**config.mk**
```make
export PLATFORM = sky130hd
export DESIGN_NAME = mem_request_arbiter
export DESIGN_NICKNAME = d
export VERILOG_FILES = /design/src/rtl/mem_request_arbiter.sv
export SDC_FILE = /design/constraint.sdc
export NUM_CORES = 1
export LEC_CHECK = 0
export ABC_AREA = 0
export CAP_MARGIN = 15
export CORE_UTILIZATION = 35
export DETAILED_ROUTE_END_ITERATION = 8
export GPL_ROUTABILITY_DRIVEN = 0
export PLACE_DENSITY = 0.81
export SYNTH_ARGS = -nofsm -noshare
export SYNTH_HDL_FRONTEND = slang
export SYNTH_SLANG_ARGS = --single-unit
```
**constraint.sdc**
```tcl
create_clock -name clk -period 1.93 [get_ports clk]
set_clock_uncertainty 0.05 [all_clocks]
set_input_delay 0.2895 -clock clk [delete_from_list [all_inputs] [get_ports clk]]
set_output_delay 0.2895 -clock clk [all_outputs]
set_load 0.02 [all_outputs]
```
**src/rtl/mem_request_arbiter.sv**
```systemverilog
`default_nettype none
// ============================================================================
// Module      : mem_request_arbiter
// Description : Arbitrates NCH requestors onto one single-port synchronous RAM
//               with configurable access latency; flags misaligned accesses.
// Revision    : 1.0 - initial release
// ============================================================================
module mem_request_arbiter #(
    parameter int NCH     = 2,
    parameter int AW      = 32,
    parameter int DW      = 32,
    parameter int RAW     = 12,
    parameter int LATENCY = 1,
    parameter int RR_MODE = 0
) (
    input  logic              clk,
    input  logic              rst,
    input  logic [NCH-1:0]    req,
    input  logic [NCH-1:0]    wen,
    input  logic [NCH*AW-1:0] addr,
    input  logic [NCH*DW-1:0] wdata,
    output logic [DW-1:0]     rdata,
    output logic [NCH-1:0]    ready,
    output logic              err,
    output logic              busy,
    output logic [RAW-1:0]    ram_addr,
    output logic [DW-1:0]     ram_wdata,
    output logic              ram_wen,
    output logic              ram_ren,
    input  logic [DW-1:0]     ram_rdata
);

    localparam int c_GW = (NCH > 1) ? $clog2(NCH) : 1;
    localparam int c_CW = (LATENCY > 1) ? $clog2(LATENCY) : 1;

    localparam logic [1:0] c_ST_IDLE   = 2'd0;
    localparam logic [1:0] c_ST_ACCESS = 2'd1;
    localparam logic [1:0] c_ST_DONE   = 2'd2;

    localparam logic [c_CW-1:0] c_CNT_LOAD = c_CW'(LATENCY - 1);

    logic [1:0]      r_state_q,     w_state_d;
    logic [c_GW-1:0] r_gnt_q,       w_gnt_d;
    logic [c_GW-1:0] r_ptr_q,       w_ptr_d;
    logic [c_CW-1:0] r_cnt_q,       w_cnt_d;
    logic [DW-1:0]   r_rdata_q,     w_rdata_d;
    logic [NCH-1:0]  r_ready_q,     w_ready_d;
    logic            r_err_q,       w_err_d;
    logic            r_busy_q,      w_busy_d;
    logic [RAW-1:0]  r_ram_addr_q,  w_ram_addr_d;
    logic [DW-1:0]   r_ram_wdata_q, w_ram_wdata_d;
    logic            r_ram_wen_q,   w_ram_wen_d;
    logic            r_ram_ren_q,   w_ram_ren_d;

    logic [c_GW-1:0] w_pick;
    logic            w_pick_wen;
    logic [AW-1:0]   w_pick_addr;
    logic [DW-1:0]   w_pick_wdata;
    int              w_dist;
    int              w_best;
    logic            w_unused;

    // Winner is the requestor at the smallest distance: from the RR pointer in
    // round-robin mode, from the top index in fixed-priority mode.
    always_comb begin
        w_pick = '0;
        w_best = NCH;
        w_dist = 0;
        for (int i = 0; i < NCH; i++) begin
            if (RR_MODE != 0) begin
                w_dist = (i >= int'(r_ptr_q)) ? (i - int'(r_ptr_q))
                                              : (i + NCH - int'(r_ptr_q));
            end else begin
                w_dist = NCH - 1 - i;
            end
            if (req[i] && (w_dist < w_best)) begin
                w_best = w_dist;
                w_pick = c_GW'(i);
            end
        end
        w_pick_wen   = 1'b0;
        w_pick_addr  = '0;
        w_pick_wdata = '0;
        for (int i = 0; i < NCH; i++) begin
            if (w_pick == c_GW'(i)) begin
                w_pick_wen   = wen[i];
                w_pick_addr  = addr[i*AW +: AW];
                w_pick_wdata = wdata[i*DW +: DW];
            end
        end
    end

    // Address bits above the RAM window wrap around by design.
    assign w_unused = ^{w_pick_addr[AW-1:RAW+2]};

    always_comb begin
        w_state_d     = r_state_q;
        w_gnt_d       = r_gnt_q;
        w_ptr_d       = r_ptr_q;
        w_cnt_d       = r_cnt_q;
        w_rdata_d     = '0;
        w_ready_d     = '0;
        w_err_d       = 1'b0;
        w_ram_addr_d  = r_ram_addr_q;
        w_ram_wdata_d = r_ram_wdata_q;
        w_ram_wen_d   = r_ram_wen_q;
        w_ram_ren_d   = r_ram_ren_q;
        case (r_state_q)
            c_ST_IDLE: begin
                if (|req) begin
                    w_gnt_d = w_pick;
                    w_ptr_d = (w_pick == c_GW'(NCH - 1)) ? '0 : (w_pick + 1'b1);
                    w_cnt_d = c_CNT_LOAD;
                    if (w_pick_addr[1:0] == 2'b00) begin
                        w_state_d     = c_ST_ACCESS;
                        w_ram_addr_d  = w_pick_addr[RAW+1:2];
                        w_ram_wdata_d = w_pick_wdata;
                        w_ram_wen_d   = w_pick_wen;
                        w_ram_ren_d   = ~w_pick_wen;
                    end else begin
                        w_state_d = c_ST_DONE;
                        w_ready_d = NCH'(1) << w_pick;
                        w_err_d   = 1'b1;
                    end
                end
            end
            c_ST_ACCESS: begin
                if (r_cnt_q == '0) begin
                    w_state_d   = c_ST_DONE;
                    w_ready_d   = NCH'(1) << r_gnt_q;
                    w_rdata_d   = r_ram_wen_q ? '0 : ram_rdata;
                    w_ram_wen_d = 1'b0;
                    w_ram_ren_d = 1'b0;
                end else begin
                    w_cnt_d = r_cnt_q - 1'b1;
                end
            end
            default: begin
                w_state_d = c_ST_IDLE;
            end
        endcase
        w_busy_d = (w_state_d != c_ST_IDLE);
    end

    always_ff @(posedge clk) begin
        if (rst) begin
            r_state_q     <= c_ST_IDLE;
            r_gnt_q       <= '0;
            r_ptr_q       <= '0;
            r_cnt_q       <= '0;
            r_rdata_q     <= '0;
            r_ready_q     <= '0;
            r_err_q       <= 1'b0;
            r_busy_q      <= 1'b0;
            r_ram_addr_q  <= '0;
            r_ram_wdata_q <= '0;
            r_ram_wen_q   <= 1'b0;
            r_ram_ren_q   <= 1'b0;
        end else begin
            r_state_q     <= w_state_d;
            r_gnt_q       <= w_gnt_d;
            r_ptr_q       <= w_ptr_d;
            r_cnt_q       <= w_cnt_d;
            r_rdata_q     <= w_rdata_d;
            r_ready_q     <= w_ready_d;
            r_err_q       <= w_err_d;
            r_busy_q      <= w_busy_d;
            r_ram_addr_q  <= w_ram_addr_d;
            r_ram_wdata_q <= w_ram_wdata_d;
            r_ram_wen_q   <= w_ram_wen_d;
            r_ram_ren_q   <= w_ram_ren_d;
        end
    end

    assign rdata     = r_rdata_q;
    assign ready     = r_ready_q;
    assign err       = r_err_q;
    assign busy      = r_busy_q;
    assign ram_addr  = r_ram_addr_q;
    assign ram_wdata = r_ram_wdata_q;
    assign ram_wen   = r_ram_wen_q;
    assign ram_ren   = r_ram_ren_q;

endmodule
`default_nettype wire

```
After elaboration in Yosys (flattened, before gate mapping)
Cells that the tools add are included.
Cells by class
  add/subtract/negate cells: 1
  $lt $le $gt $ge: 1
  equal/unequal tests: 4
  shifts and indexed selects: 2
  mux-type cells: 24
  bitwise gates (word level): 4
  reductions and logical operators: 12
Operators with widths (count)
  $mux W32: 1
  $mux W14: 1
  $mux W2: 7
  $mux W1: 10
  $pmux W2 S2: 2
  $ne A2 B2 Y1 const B: 3
  $pmux W1 S2: 3
  $logic_not A2 Y1: 2
  $not A1 Y1: 4
  $reduce_and A2 Y1: 2
  $reduce_and A4 Y1: 1
  $reduce_bool A2 Y1: 2
  $reduce_or A4 Y1: 1
  $shl A1 B1 Y2 const A: 2
  $reduce_and A3 Y1: 1
  $reduce_or A3 Y1: 1
  $eq A2 B1 Y1 const B: 1
  $lt A1 B2 Y1 const A: 1
  $reduce_or A2 Y1: 1
  $logic_and A1 B1 Y1: 1
  $sub A1 B1 Y1 const B: 1
Storage, ports and cells
  flip-flop bits (word level): 86
  input bits: 166

Logic depth before layout (Yosys ltp)
  word-level depth: 10
  gate-level depth with buffers: 6

Worst setup path before layout
OpenSTA, ideal clock, no wires.
  path type: input to register
  start: input addr[0]
  end: register r_ram_ren_q (netlist: ram_ren)
  data arrival time: 1.215 ns
  required time: 1.754 ns
  path slack: 0.540 ns
  cell stages on the path: 3
  path buffers: 0
  path through: or4b_2 o211ai_1 o22ai_1
Between the ends
  word-level cells in the longest chain between the ends: 4
RTL lines
  start, declared: RTL line 20  | input logic [NCH*AW-1:0] addr,
  $mux W14: RTL line 85  | if (w_pick == c_GW'(i)) begin
  $logic_not A2 Y1: RTL line 114  | if (w_pick_addr[1:0] == 2'b00) begin
  $ne A2 B2 Y1 (no source line)
  $reduce_and A4 Y1 (no source line)
  end signal, assigned: RTL line 171  | r_ram_ren_q <= w_ram_ren_d;
  end, declared: RTL line 53  | logic r_ram_ren_q, w_ram_ren_d;
No other way between the ends.
A chain may end at the register's enable or synchronous reset.

Worst setup path in the final report
  start: register r_ram_wen_q (netlist: ram_wen)
  end: output ram_wen
RTL lines
  start, declared: RTL line 52  | logic r_ram_wen_q, w_ram_wen_d;
  start signal, assigned: RTL line 170  | r_ram_wen_q <= w_ram_wen_d;
  end, declared: RTL line 28  | output logic ram_wen,
No word-level cell between the ends.

==> impl_metrics.csv <==
group,metric,value,unit
global_routing,grt_start_max_net_pins,62,
clock_tree,htreeDepth,3,
hold_path,worstHoldPathType,"reg2reg",
route,vias_per_cell,4.615,
clock_tree,cts_made_buffers,9,
setup_path,critPathSlowestCell,"clkdlybuf4s50_1",
die,io_pins,248,
synth,synth_nets,523,
pwr,leakagePower,2.443,nW
setup_path,startpoint_type,"flip-flop",
global_routing,grt_pass1_vias,3000,
setup_path,cp_num_buf_inv,1,
setup_path,worstPathRequired,1.59,ns
pwr,powerDensity,677.6,nW/µm²
global_routing,grt_use_met3,0.07045,
route,post_drt_wl_per_cell,13.78,µm
synth,yosysTopAreaCell,"dfxtp_1",
route,drtIter0Drc,51,
global_routing,grt_pass1_wl,14.39,mm
timing,drv_slew,0,
clock_tree,postCtsHoldBufs,0,
timing,period_minus_slack,1.742,ns
setup_path,reg2reg_to,"ram_ren",
timing,fmax,574.1,MHz
timing,rsz0062_at_grt,"no",
hold_path,min_from,"ram_wdata[5]",
pwr,irDropWorstVdd,443.2,µV
status,outcome,"finished clean",
flow_run,drv_cap,0,
route,routed_wirelength,9.657,mm
hold_path,hold_path_end,"ram_wdata[5]",
hold_path,hold_path_depth,2,
setup_path,timing.rr.start,"r_state_q[1]",
cells_and_area,final_cell_mix,"211 x clkdlybuf4s50_1, 85 x dfxtp_1, 46 x o211ai_1, 46 x nand2_1, 45 x mux2i_1",
global_routing,antenna_found_initial,0,
cells_and_area,post_route_cells_drive_above_1_share,0.1408,
placed_design,port_buffers,211,
setup_path,cp_top_family,"buffers and inverters",
global_routing,use_met2,0.3149,
setup_path,slowest_delay,0.66,ns
clock_tree,root_buffer,"clkbuf_8",
setup_path,critPathKind,"reg2out",
global_routing,busiest_layer,"met2",
cells_and_area,multi_input_area,1668,µm²
synth,ys_ff_latch,85,
timing,relSlewSlack,0.7301,
route,antenna_left,0,
global_routing,globalRouteMet1Util,0.1966,
die,fp-row-count,36,
synth,synthTopCellsByArea,"dfxtp_1 48%, mux2i_1 13%, o211ai_1 9.8%, or2_2 7.8%, and2_1 6.0%",
synth,yosysWarnings,0,
clock_tree,tritoncts,"built",
timing,setup_viol,0,
route,vias,3235,
global_routing,grt_usage,0.1818,
die,die_h,102.3,µm
synth,yosysUniqueCellTypes,30,
placed_design,place_hpwl,7.313,mm
die,core_area,9774,µm²
placed_design,dp.cells,685,
cells_and_area,final_util,0.6188,
route,dr.pass1.iters,4,
cells_and_area,nFillCells,828,
die,die_w,102.3,µm
setup_path,crit_fanout,3,
clock_tree,cts_sinks,85,
synth,seq_area_frac_synth,0.4830,
clock_tree,path_clk_slew,0.08,ns
setup_path,path_cells,"clkdlybuf4s50_1",
timing,hold_violations,0,
timing,fin_crit_sh,0.9025,
cells_and_area,layout_commonest_cell,"clkdlybuf4s50_1",
die,die-area,10470,µm²
cells_and_area,final_cell_count_no_fill,701,
route,remaining_drc_errors,0,
clock_tree,cts_setup_buffers,0,
synth,synth_top_area_frac,0.4830,
setup_path,critPathCaptureType,"output port",
global_routing,grt-ovfl-total,0,
clock_tree,post_cts_resized,0,
timing,worst_pin_slew,0.3992,ns
cells_and_area,seqCellArea,1702,µm²
setup_path,regToRegSetupSlack,0.43,ns
cells_and_area,syn2layout_area_growth,71.66,%
setup_path,cp.arrival,1.40,ns
synth,syn_area_per_cell,9.869,µm²
synth,syn-cell-area,3523,µm²
cells_and_area,antenna_cells,0,
clock_tree,worstSkewPairLatency,0.34,ns
setup_path,ff2ff_path_depth,3,
die,start_util,0.3605,
cells_and_area,layout.nets,729,
synth,syn-instance-count,357,
clock_tree,clk_path_buf_depth,2,
synth_stat cells:
library cell and number:
mux2i_1 45, clkbuf_1 21, inv_1 3, clkbuf_2 1, or4_1 1, nand2b_1 1, nor4b_1 1, and2_1 34
o21ba_2 1, buf_6 6, o211ai_2 1, nor3_2 1, nor4b_2 1, a21oi_1 1, o2111ai_1 1, o21ai_0 3
a21boi_0 1, o21a_1 2, nand2_1 46, buf_2 1, or2_2 44, o211ai_1 46, nor3b_4 1, clkinv_1 1
nor2_1 2, or4b_2 1, or2_1 2, o22ai_1 2, mux2_2 1, dfxtp_1 85
per-layer routing:
layer / vias up / share of wire
met2: 140 / 0.48
met1: 1459 / 0.40
met3: 11 / 0.11
met4: 0 / 0.015
li1: 1625 / -
met5: - / 0
logic make-up (layout without fill, tap and decap cells):
group,after synthesis,in the layout,synth area share
multiplexers,46,46,0.1310
AO/OA/AOI/OAI,58,58,0.1225
buffers and inverters,33,244,0.04865
AND/OR/NAND/NOR,135,135,0.2148
flip-flops,85,85,0.4830
worst max path at each step:
stage	start	end	slack, ns	cells after the start
floorplan	addr[0]	ram_ren	0.54	3
global placement	req[1]	err	-0.06	5
detailed placement	req[1]	ram_addr[9]	-0.06	5
CTS	ram_wen	ram_wen	0.16	1
global route	ram_wen	ram_wen	0.13	1
finish	ram_wen	ram_wen	0.19	1
area by class of cell:
| cell class | instances | share of cell area |
|---|---|---|
| multi-input cells | 239 | 0.2758 |
| flip-flops and latches | 85 | 0.2813 |
| clock buffers | 12 | 0.02565 |
| inverters | 4 | 0.002482 |
| repair buffers | 224 | 0.3757 |
| well taps | 133 | 0.02751 |
| clock inverters | 4 | 0.01158 |
metrics by stage:
stage                     hold WS (ns)  total power [mW]  TNS [ns]  worst slack (ns)  area, µm²
after global routing            0.4244             4.294         0            0.1334       6048
after CTS                       0.4123             4.166         0            0.1633       6048
after floorplan                 0.3086             2.271         0            0.5395       3523
after detailed placement        0.4008             2.758    -1.365          -0.06272       5823
after global placement          0.3951             2.740   -0.5534          -0.06190       5823
final                           0.4086             4.099         0            0.1882       6048
flip-flops by register name (all words and copies together), names as in the netlist, 2 cells and up:
register,count
rdata,32
r_state_q,2
ready,2
ram_addr,12
ram_wdata,32
report_power, final:
part           internal, mW  switching [mW]  total [mW]  leakage (nW)
clock network         0.796           0.593        1.39         0.116
registers              1.83          0.0391        1.87         0.691
logic                 0.507           0.333       0.840          1.64
total                  3.13           0.966        4.10          2.44
(Power assumes the default switching activity.)
